**src/rtl/vga_sync_recovery.sv**
```systemverilog
// Receive-side VGA timing recovery: recovers active-area coordinates, measures line/frame geometry, declares lock.
// Optional VGA_FRAME_CRC_EN adds frame_crc, a CRC-16-CCITT over each frame's valid {R,G,B} pixels.
module vga_sync_recovery #(
  parameter int H_TOTAL     = 800,
  parameter int V_TOTAL     = 525,
  parameter int H_ACTIVE    = 640,
  parameter int V_ACTIVE    = 480,
  parameter int LOCK_FRAMES = 2
) (
  input  logic        VGA_CLK,
  input  logic        RESET_N,
  input  logic        VGA_HS,
  input  logic        VGA_VS,
  input  logic        VGA_BLANK_N,
  input  logic [7:0]  VGA_R,
  input  logic [7:0]  VGA_G,
  input  logic [7:0]  VGA_B,
  output logic [7:0]  pix_R,
  output logic [7:0]  pix_G,
  output logic [7:0]  pix_B,
  output logic [9:0]  pix_col,
  output logic [8:0]  pix_row,
  output logic        pix_valid,
  output logic        frame_start,
  output logic [10:0] h_len,
  output logic [10:0] v_len,
  output logic        locked,
  output logic        sync_err
`ifdef VGA_FRAME_CRC_EN
  ,
  output logic [15:0] frame_crc
`endif
);

  typedef enum logic [1:0] {SEARCH, MEASURE, LOCKED} state_e;

  localparam logic [10:0] SAT     = 11'h7FF;
  localparam logic [9:0]  COL_MAX = 10'(H_ACTIVE - 1);
  localparam logic [8:0]  ROW_MAX = 9'(V_ACTIVE - 1);

  logic       hsIn_q, vsIn_q, blankIn_q;
  logic       hsPrev_q, vsPrev_q, blankPrev_q;
  logic [7:0] rIn_q, gIn_q, bIn_q;

  logic [10:0] hCnt_q, vCnt_q, hLen_q, vLen_q, activeLines_q;
  logic        hSeen_q, vSeen_q, colOvf_q, frameBad_q;
  logic [9:0]  pixCol_q;
  logic [8:0]  pixRow_q;
  logic        pixValid_q, frameStart_q;
  logic [7:0]  pixR_q, pixG_q, pixB_q;

  state_e      state_q;
  logic [7:0]  goodCnt_q;
  logic        locked_q, syncErr_q;

  logic        hsFall, vsFall, blankRise, blankFall;
  logic [10:0] hLenNew, vCntInc;
  logic        lineViol, colOvf, widthViol, frameViol, anyViol, syncLost;
  logic [7:0]  goodNext;

  // Sync history idles high so release from reset never looks like a falling edge
  always_ff @(posedge VGA_CLK or negedge RESET_N) begin
    if (!RESET_N) begin
      hsIn_q      <= 1'b1;
      vsIn_q      <= 1'b1;
      blankIn_q   <= 1'b0;
      hsPrev_q    <= 1'b1;
      vsPrev_q    <= 1'b1;
      blankPrev_q <= 1'b0;
      rIn_q       <= '0;
      gIn_q       <= '0;
      bIn_q       <= '0;
    end else begin
      hsIn_q      <= VGA_HS;
      vsIn_q      <= VGA_VS;
      blankIn_q   <= VGA_BLANK_N;
      hsPrev_q    <= hsIn_q;
      vsPrev_q    <= vsIn_q;
      blankPrev_q <= blankIn_q;
      rIn_q       <= VGA_R;
      gIn_q       <= VGA_G;
      bIn_q       <= VGA_B;
    end
  end

  always_comb begin
    hsFall    = hsPrev_q & ~hsIn_q;
    vsFall    = vsPrev_q & ~vsIn_q;
    blankRise = blankIn_q & ~blankPrev_q;
    blankFall = ~blankIn_q & blankPrev_q;
    hLenNew   = (hCnt_q == SAT) ? SAT : hCnt_q + 11'd1;
    // A coincident HS fall is counted before the VS fall closes the frame
    vCntInc   = (hsFall && vCnt_q != SAT) ? vCnt_q + 11'd1 : vCnt_q;
    lineViol  = hsFall & hSeen_q & (hLenNew != 11'(H_TOTAL));
    colOvf    = blankIn_q & ~blankRise & (pixCol_q == COL_MAX) & ~colOvf_q;
    widthViol = colOvf | (blankFall & (pixCol_q != COL_MAX));
    frameViol = vsFall & vSeen_q &
                ((vCntInc != 11'(V_TOTAL)) | (activeLines_q != 11'(V_ACTIVE)));
    anyViol   = lineViol | widthViol | frameViol;
    syncLost  = ~hsFall & (hCnt_q == SAT - 11'd1);
    goodNext  = goodCnt_q + 8'd1;
  end

  always_ff @(posedge VGA_CLK or negedge RESET_N) begin
    if (!RESET_N) begin
      hCnt_q        <= '0;
      vCnt_q        <= '0;
      hLen_q        <= '0;
      vLen_q        <= '0;
      hSeen_q       <= 1'b0;
      vSeen_q       <= 1'b0;
      activeLines_q <= '0;
      pixCol_q      <= '0;
      pixRow_q      <= '0;
      colOvf_q      <= 1'b0;
      frameBad_q    <= 1'b0;
      pixValid_q    <= 1'b0;
      frameStart_q  <= 1'b0;
      pixR_q        <= '0;
      pixG_q        <= '0;
      pixB_q        <= '0;
    end else begin
      if (hsFall)
        hCnt_q <= '0;
      else if (hCnt_q != SAT)
        hCnt_q <= hCnt_q + 11'd1;
      if (hsFall && hSeen_q)
        hLen_q <= hLenNew;
      if (syncLost)
        hSeen_q <= 1'b0;
      else if (hsFall)
        hSeen_q <= 1'b1;

      vCnt_q <= vsFall ? 11'd0 : vCntInc;
      if (vsFall && vSeen_q)
        vLen_q <= vCntInc;
      if (syncLost)
        vSeen_q <= 1'b0;
      else if (vsFall)
        vSeen_q <= 1'b1;

      if (blankRise)
        pixCol_q <= '0;
      else if (blankIn_q && pixCol_q != COL_MAX)
        pixCol_q <= pixCol_q + 10'd1;
      if (blankRise)
        colOvf_q <= 1'b0;
      else if (colOvf)
        colOvf_q <= 1'b1;

      // Row 0 belongs to the first active line after VS; later lines advance it
      if (vsFall) begin
        activeLines_q <= '0;
        pixRow_q      <= '0;
      end else if (blankRise) begin
        if (activeLines_q != 11'd0 && pixRow_q != ROW_MAX)
          pixRow_q <= pixRow_q + 9'd1;
        if (activeLines_q != SAT)
          activeLines_q <= activeLines_q + 11'd1;
      end

      if (vsFall)
        frameBad_q <= 1'b0;
      else if (lineViol || widthViol)
        frameBad_q <= 1'b1;

      pixValid_q   <= blankIn_q;
      frameStart_q <= vsFall;
      pixR_q       <= blankIn_q ? rIn_q : 8'd0;
      pixG_q       <= blankIn_q ? gIn_q : 8'd0;
      pixB_q       <= blankIn_q ? bIn_q : 8'd0;
    end
  end

  // Loss of sync overrides every state; only a locked block reports it
  always_ff @(posedge VGA_CLK or negedge RESET_N) begin
    if (!RESET_N) begin
      state_q   <= SEARCH;
      goodCnt_q <= '0;
      locked_q  <= 1'b0;
      syncErr_q <= 1'b0;
    end else if (syncLost) begin
      state_q   <= SEARCH;
      goodCnt_q <= '0;
      locked_q  <= 1'b0;
      syncErr_q <= (state_q == LOCKED);
    end else begin
      syncErr_q <= 1'b0;
      case (state_q)
        SEARCH: begin
          if (vsFall) begin
            state_q   <= MEASURE;
            goodCnt_q <= '0;
          end
        end
        MEASURE: begin
          syncErr_q <= anyViol;
          if (vsFall) begin
            if (frameBad_q || anyViol) begin
              goodCnt_q <= '0;
            end else if (goodNext >= 8'(LOCK_FRAMES)) begin
              state_q   <= LOCKED;
              locked_q  <= 1'b1;
              goodCnt_q <= goodNext;
            end else begin
              goodCnt_q <= goodNext;
            end
          end
        end
        LOCKED: begin
          syncErr_q <= anyViol;
          if (anyViol) begin
            state_q   <= MEASURE;
            locked_q  <= 1'b0;
            goodCnt_q <= '0;
          end
        end
        default: state_q <= SEARCH;
      endcase
    end
  end

`ifdef VGA_FRAME_CRC_EN
  logic [15:0] crcRun_q, frameCrc_q, crcNext;

  function automatic logic [15:0] crcStep(input logic [15:0] crcIn, input logic [23:0] data);
    logic [15:0] c;
    logic        fb;
    c = crcIn;
    for (int i = 23; i >= 0; i--) begin
      fb = c[15] ^ data[i];
      c  = {c[14:0], 1'b0};
      if (fb)
        c = c ^ 16'h1021;
    end
    return c;
  endfunction

  always_comb begin
    crcNext = blankIn_q ? crcStep(crcRun_q, {rIn_q, gIn_q, bIn_q}) : crcRun_q;
  end

  always_ff @(posedge VGA_CLK or negedge RESET_N) begin
    if (!RESET_N) begin
      crcRun_q   <= 16'hFFFF;
      frameCrc_q <= '0;
    end else if (vsFall) begin
      frameCrc_q <= crcNext;
      crcRun_q   <= 16'hFFFF;
    end else begin
      crcRun_q   <= crcNext;
    end
  end

  assign frame_crc = frameCrc_q;
`endif

  assign pix_R       = pixR_q;
  assign pix_G       = pixG_q;
  assign pix_B       = pixB_q;
  assign pix_col     = pixCol_q;
  assign pix_row     = pixRow_q;
  assign pix_valid   = pixValid_q;
  assign frame_start = frameStart_q;
  assign h_len       = hLen_q;
  assign v_len       = vLen_q;
  assign locked      = locked_q;
  assign sync_err    = syncErr_q;

endmodule

```
**config.mk**
```make
export PLATFORM = sky130hd
export DESIGN_NAME = vga_sync_recovery
export DESIGN_NICKNAME = d
export VERILOG_FILES = /design/src/rtl/vga_sync_recovery.sv
export SDC_FILE = /design/constraint.sdc
export NUM_CORES = 1
export LEC_CHECK = 0
export CAP_MARGIN = 20
export CORE_MARGIN = 5
export CORE_UTILIZATION = 35
export CTS_BUF_LIST = sky130_fd_sc_hd__clkbuf_4 sky130_fd_sc_hd__clkbuf_8 sky130_fd_sc_hd__clkbuf_16
export DETAILED_ROUTE_END_ITERATION = 10
export SETUP_SLACK_MARGIN = 0.15
export SYNTH_ARGS = -nofsm -noshare
export SYNTH_HDL_FRONTEND = slang
export SYNTH_SLANG_ARGS = --single-unit
```
**constraint.sdc**
```tcl
create_clock -name VGA_CLK -period 2.9 [get_ports VGA_CLK]
set_input_delay 0.58 -clock VGA_CLK [delete_from_list [all_inputs] [get_ports VGA_CLK]]
set_output_delay 0.58 -clock VGA_CLK [all_outputs]
set_load 0.005 [all_outputs]
```
# Yosys cells after proc, flatten, opt, wreduce, memory -nomap -nowiden
# Index checks and enable logic that the tools add are counted.
# classes
n_addsub	6
n_mul	0
div_mod_pow	0
magnitude_cmp	1
n_eq_ne	18
n_shift	0
n_mux	45
bitwise_logic	24
reduce_logical	26
# op_table
operator	count
two-way mux 11 bit	8
two-way mux 8 bit	8
adder 11 x 1 -> 11 bit (second input constant)	3
inequality test 11 bit (second input constant)	3
two-way mux 9 bit	3
case mux 8 bit (3 select lines)	1
equality test 11 bit (second input constant)	2
inequality test 11 x 10 -> 1 bit (second input constant)	2
two-way mux 10 bit	2
nonzero test 2 bit	9
two-way mux 1 bit	15
inequality test 3 bit (second input constant)	5
AND 1 bit	13
two-way mux 2 bit	6
inequality test 11 x 9 -> 1 bit (second input constant)	1
nonzero test 11 bit	1
adder 10 x 1 -> 10 bit (second input constant)	1
equality test 10 bit (second input constant)	1
inequality test 10 bit (second input constant)	1
AND reduction 5 bit	2
adder 9 x 1 -> 9 bit (second input constant)	1
inequality test 9 bit (second input constant)	1
adder 8 x 1 -> 8 bit (second input constant)	1
greater-or-equal comparator 8 x 2 -> 1 bit (second input constant)	1
14 further kinds	29
# totals
regBits	145
latchBits	0
ram_bits	0
romBits	0
input_bits	29
output_inout_bits	69
word_cells	148
mem_count	0

# Longest topological paths before layout
# depth
word_depth	14
depth_mapped	11

# Worst setup path before layout
# OpenSTA, ideal clock, no wires.
# synth_path
path_kind	reg-to-reg
from	register vCnt_q[0]
to	register goodCnt_q[3]
setup_time_ns	0.080
t_arrival_ns	2.785
t_required_ns	2.820
path_slack_ns	0.034
stages_incl_launch_ff	12
n_path_buf	2
path_cell_list	dfrtp_1 > ha_1 > and4_4 > a41oi_2 > mux2i_1 > or2_0 > or4_1 > buf_2 > a311oi_4 > nand2b_2 > buf_6 > o211ai_2
# synth_between
elab_chain_len	12
word_cells_on_any_way	15
cone_classes	add/sub (1); eq/ne (3); mux (5); bitwise (3); reduce/logical (3)
# synth_rtl
item	line_no	source
start, declared	45	logic [10:0] hCnt_q, vCnt_q, hLen_q, vLen_q, activeLines_q;
start signal, assigned	134	vCnt_q <= vsFall ? 11'd0 : vCntInc;
branches (longest 2 deep; another with adder 11 x 1 -> 11 bit)	-	
two-way mux 11 bit (*)	93	vCntInc = (hsFall && vCnt_q != SAT) ? vCnt_q + 11'd1 : vCnt_q;
inequality test 11 x 10 -> 1 bit (*)	98	((vCntInc != 11'(V_TOTAL)) | (activeLines_q != 11'(V_ACTIVE)));
bitwise OR 1 bit (*)	98	
AND 1 bit (*)	97	frameViol = vsFall & vSeen_q &
bitwise OR 1 bit (*)	99	anyViol = lineViol | widthViol | frameViol;
logical OR 1 bit	199	if (frameBad_q || anyViol) begin
two-way mux 8 bit	199	
two-way mux 8 bit	198	if (vsFall) begin
case mux 8 bit (3 select lines)	189	case (state_q)
two-way mux 8 bit	182	end else if (syncLost) begin
end signal, assigned	204	goodCnt_q <= goodNext;
end signal, assigned	206	goodCnt_q <= goodNext;
end, declared	53	logic [7:0] goodCnt_q;
# Mark *: on every way between the ends. The select of a mux whose other input is x is not followed.
# A chain may end at the register's enable or synchronous reset.

# Worst setup path after layout
# layout_path
from	register vCnt_q[0]
to	register state_q[0]
# layout_between
elab_chain_len	10
word_cells_on_any_way	12
cone_classes	add/sub (1); eq/ne (4); mux (1); bitwise (3); reduce/logical (3)
# layout_rtl
item	line_no	source
branches (longest 2 deep; another with adder 11 x 1 -> 11 bit)	-	
two-way mux 11 bit (*)	93	
inequality test 11 x 10 -> 1 bit (*)	98	
bitwise OR 1 bit (*)	98	
AND 1 bit (*)	97	
bitwise OR 1 bit (*)	99	
logical OR 1 bit	199	
inequality test 3 bit (no source line)	-	
AND reduction 5 bit (no source line) (*)	-	
end signal, assigned	202	state_q <= LOCKED;
end signal, assigned	213	state_q <= MEASURE;
end signal, assigned	218	default: state_q <= SEARCH;
end, declared	52	state_e state_q;
# Mark *: on every way between the ends.

==> impl_metrics.env <==
export IMPL_drt_pass1_iterations=5
export IMPL_area_delta_synth_final_pct=34.0
export IMPL_cts_inserted_buffers=17
export IMPL_gr_total_overflow=0
export IMPL_dr_total_vias=4862
export IMPL_cts_tree="built"
export IMPL_antenna_found_initial=0
export IMPL_die_width_um=144
export IMPL_synth_avg_cell_area_um2=10.5
export IMPL_crit_type="flop to flop"
export IMPL_synth_warning_count=0
export IMPL_p_leak_nw=3.68
export IMPL_gp_congestion=0.891
export IMPL_yosys_top_cells_count="dfrtp_1 (141), nor2_1 (71), nand2_1 (65)"
export IMPL_drive_above_1_share_pct=13.4
export IMPL_synth_seq_cells=145
export IMPL_path_max_fanout=5
export IMPL_grt_pass1_wl_mm=24.4
export IMPL_cp_end_kind="flop"
export IMPL_synthTopCellsByArea="dfrtp_1 (56%), nor2_1 (4.2%), nand2_1 (3.9%)"
export IMPL_ys_flop_type="dfrtp_1"
export IMPL_finalCriticalPeriod_ns=2.78
export IMPL_final_area_mm2=0.00844
export IMPL_worst_pin_slew_ns=0.810
export IMPL_dp_hpwl_mm=10.2
export IMPL_status="finished clean"
export IMPL_yosysUniqueCellTypes=64
export IMPL_r2r_end="state_q[0]$_DFFE_PN0P_"
export IMPL_dpl_cell_count=938
export IMPL_grt_usage_pct=14.7
export IMPL_rr_startpoint="vCnt_q[0]$_DFF_PN0_"
export IMPL_initial_core_util_pct=35.3
export IMPL_placed_cell_area_mm2=0.00775
export IMPL_finalCritPeriodShare_pct=95.9
export IMPL_fillers=1590
export IMPL_reg2reg_slack_ns=0.12
export IMPL_synth_most_common_cell="dfrtp_1"
export IMPL_htreeDepth=4
export IMPL_syn_num_nets=640
export IMPL_critPathLaunchType="flop"
export IMPL_avgViaCountPerCell=4.99
export IMPL_clkSlewWorstSetupHoldPaths_ns=0.06
export IMPL_ff2ff_path_depth=9
export IMPL_fin_skew_ns=0.0107
export IMPL_rsz0062_at_grt="yes"
export IMPL_synth_top_area_share_pct=56.0
export IMPL_dieArea_mm2=0.0208
export IMPL_antenna_left=0
export IMPL_nets=774
export IMPL_wire_per_inst_um=14.8
export IMPL_vdd_drop_max_mv=0.427
export IMPL_die_h_um=144
export IMPL_drv_cap=0
export IMPL_cts_buffer_depth=2
export IMPL_startpoint="vCnt_q[0]$_DFF_PN0_"
export IMPL_ios=98
export IMPL_routed_wl_mm=14.4
export IMPL_drc=0
export IMPL_root_buffer="clkbuf_16"
export IMPL_setup_violations=0
export IMPL_power_density_mw_per_mm2=643
export IMPL_clock_fmax_ghz=0.360
export IMPL_synth_area_mm2=0.00630
export IMPL_drtIter0Drc=386
export IMPL_critical_path_required_ns=3.20
export IMPL_diodes=0
export IMPL_cp_data_arrival_time_ns=3.08
export IMPL_ctsHoldBuffers=0
export IMPL_synth_cells=598
export IMPL_stdcell_count=974
export IMPL_async_flop_share_pct=100
export IMPL_synth_edf_count=0
export IMPL_grt_pass1_vias=4886
export IMPL_ys_seq_area_share_pct=57.7
export IMPL_multi_input_area_mm2=0.00259
export IMPL_clock_sinks=145
export IMPL_min_path_type="input pin to asynchronous set/reset pin"
export IMPL_seqCellArea_mm2=0.00363
export IMPL_slew_limit_headroom_pct=45.6
export IMPL_finalHoldViolations=0
export IMPL_synth_largest_area_cell="dfrtp_1"
export IMPL_grt_max_degree=52
export IMPL_fp_row_count=49
export IMPL_port_buffers=97
export IMPL_slew_viol_final=0
export IMPL_clk_insertion_delay_late_ns=0.42
export IMPL_coreArea_mm2=0.0178
-- how the worst max path moves through the flow --
stage	endpoint	cells past startpoint
6_report	state_q[0]$_DFFE_PN0P_	9
5_1_grt	state_q[0]$_DFFE_PN0P_	10
4_1_cts	state_q[0]$_DFFE_PN0P_	9
3_5_place_dp	state_q[0]$_DFFE_PN0P_	9
3_3_place_gp	state_q[0]$_DFFE_PN0P_	9
2_1_floorplan	goodCnt_q[3]$_DFFE_PN0P_	11
-- per-layer routing --
| layer | routed length, um | vias to the layer above | GRT usage [%] |
|---|---|---|---|
| li1 | - | 2339 | - |
| met1 | 6290 | 2370 | 19.1 |
| met2 | 7330 | 133 | 24.4 |
| met3 | 554 | 20 | 3.67 |
| met4 | 216 | 0 | 4.66 |
| met5 | 0 | - | 0 |
-- final cells by class --
type	instances	share of cell area [%]
Sequential cell	145	43.1
Multi-Input combinational cell	416	30.7
Timing Repair Buffer	131	14.9
Clock buffer	19	5.29
Tap cell	229	3.40
Clock inverter	13	1.78
Inverter	21	0.934
-- registers in the layout (all words and copies together) (netlist names), 2 cells and up --
name	cells
activeLines_q	11
hCnt_q	11
h_len	11
vCnt_q	11
v_len	11
pix_col	10
pix_row	9
bIn_q	8
gIn_q	8
goodCnt_q	8
pix_B	8
pix_G	8
pix_R	8
rIn_q	8
state_q	2
-- layout by cell type (no fill, tap or decap), types with 8 or more instances in the layout --
cell / n
dfrtp_1: 141
clkdlybuf4s50_1: 96
nor2_1: 71
nand2_1: 65
o21ai_0: 37
buf_4: 31
and2_1: 30
nand3_1: 23
inv_1: 20
xor2_1: 20
clkbuf_16: 17
nand4_1: 16
a21oi_1: 13
ha_1: 12
mux2i_1: 10
xnor2_1: 9
and3_1: 8
-- through the flow --
step                      hold WS, ns  power [W]  TNS, ns  setup WS (ns)  util (%)
final                           0.107    0.00543        0          0.119      47.3
after CTS                       0.122    0.00547        0          0.137      47.1
after global routing            0.139    0.00572        0         0.0275      47.3
after detailed placement        0.356    0.00325  -0.0571        -0.0496      43.5
after global placement          0.356    0.00322        0         0.0654      43.5
after floorplan                 0.284    0.00280        0          0.126         -
-- power by group --
part	internal [W]	switching (W)	leakage [nW]	total [W]
combinational	0.000484	0.000447	1.51	0.000931
clock	0.00131	0.000878	0.288	0.00219
sequential	0.00218	0.000124	1.88	0.00230
total	0.00398	0.00145	3.68	0.00543
-- worst max-delay path: stages (launching register included) --
cell	delay [ns]
dfrtp_1	0.36
ha_2	0.21
and4_4	0.26
a41oi_2	0.11
xnor2_1	0.17
or2_0	0.23
or4_4	0.60
a211o_1	0.33
and2_1	0.15
o221a_1	0.23
-- repair_timing --
action                                 in CTS  in global routing
setup buffers                               1                  3
pin swaps                                   8                  6
setup endpoints to repair                  12                 12
gates resized for setup                     9                  4
endpoints found under the hold margin       0                  0
-- logic make-up (layout without fill, tap and decap cells) --
| group | Yosys count | count (layout) | synth area share [%] |
|---|---|---|---|
| AND/OR/NAND/NOR | 271 | 271 | 21.9 |
| adder cells (fa/ha/maj) | 13 | 13 | 2.58 |
| buffers and inverters | 37 | 184 | 2.34 |
| XOR/XNOR | 29 | 29 | 4.03 |
| flip-flops | 145 | 145 | 57.7 |
| multiplexers | 11 | 11 | 1.77 |
| AO/OA/AOI/OAI | 92 | 92 | 9.69 |
(Power assumes the default switching activity.)
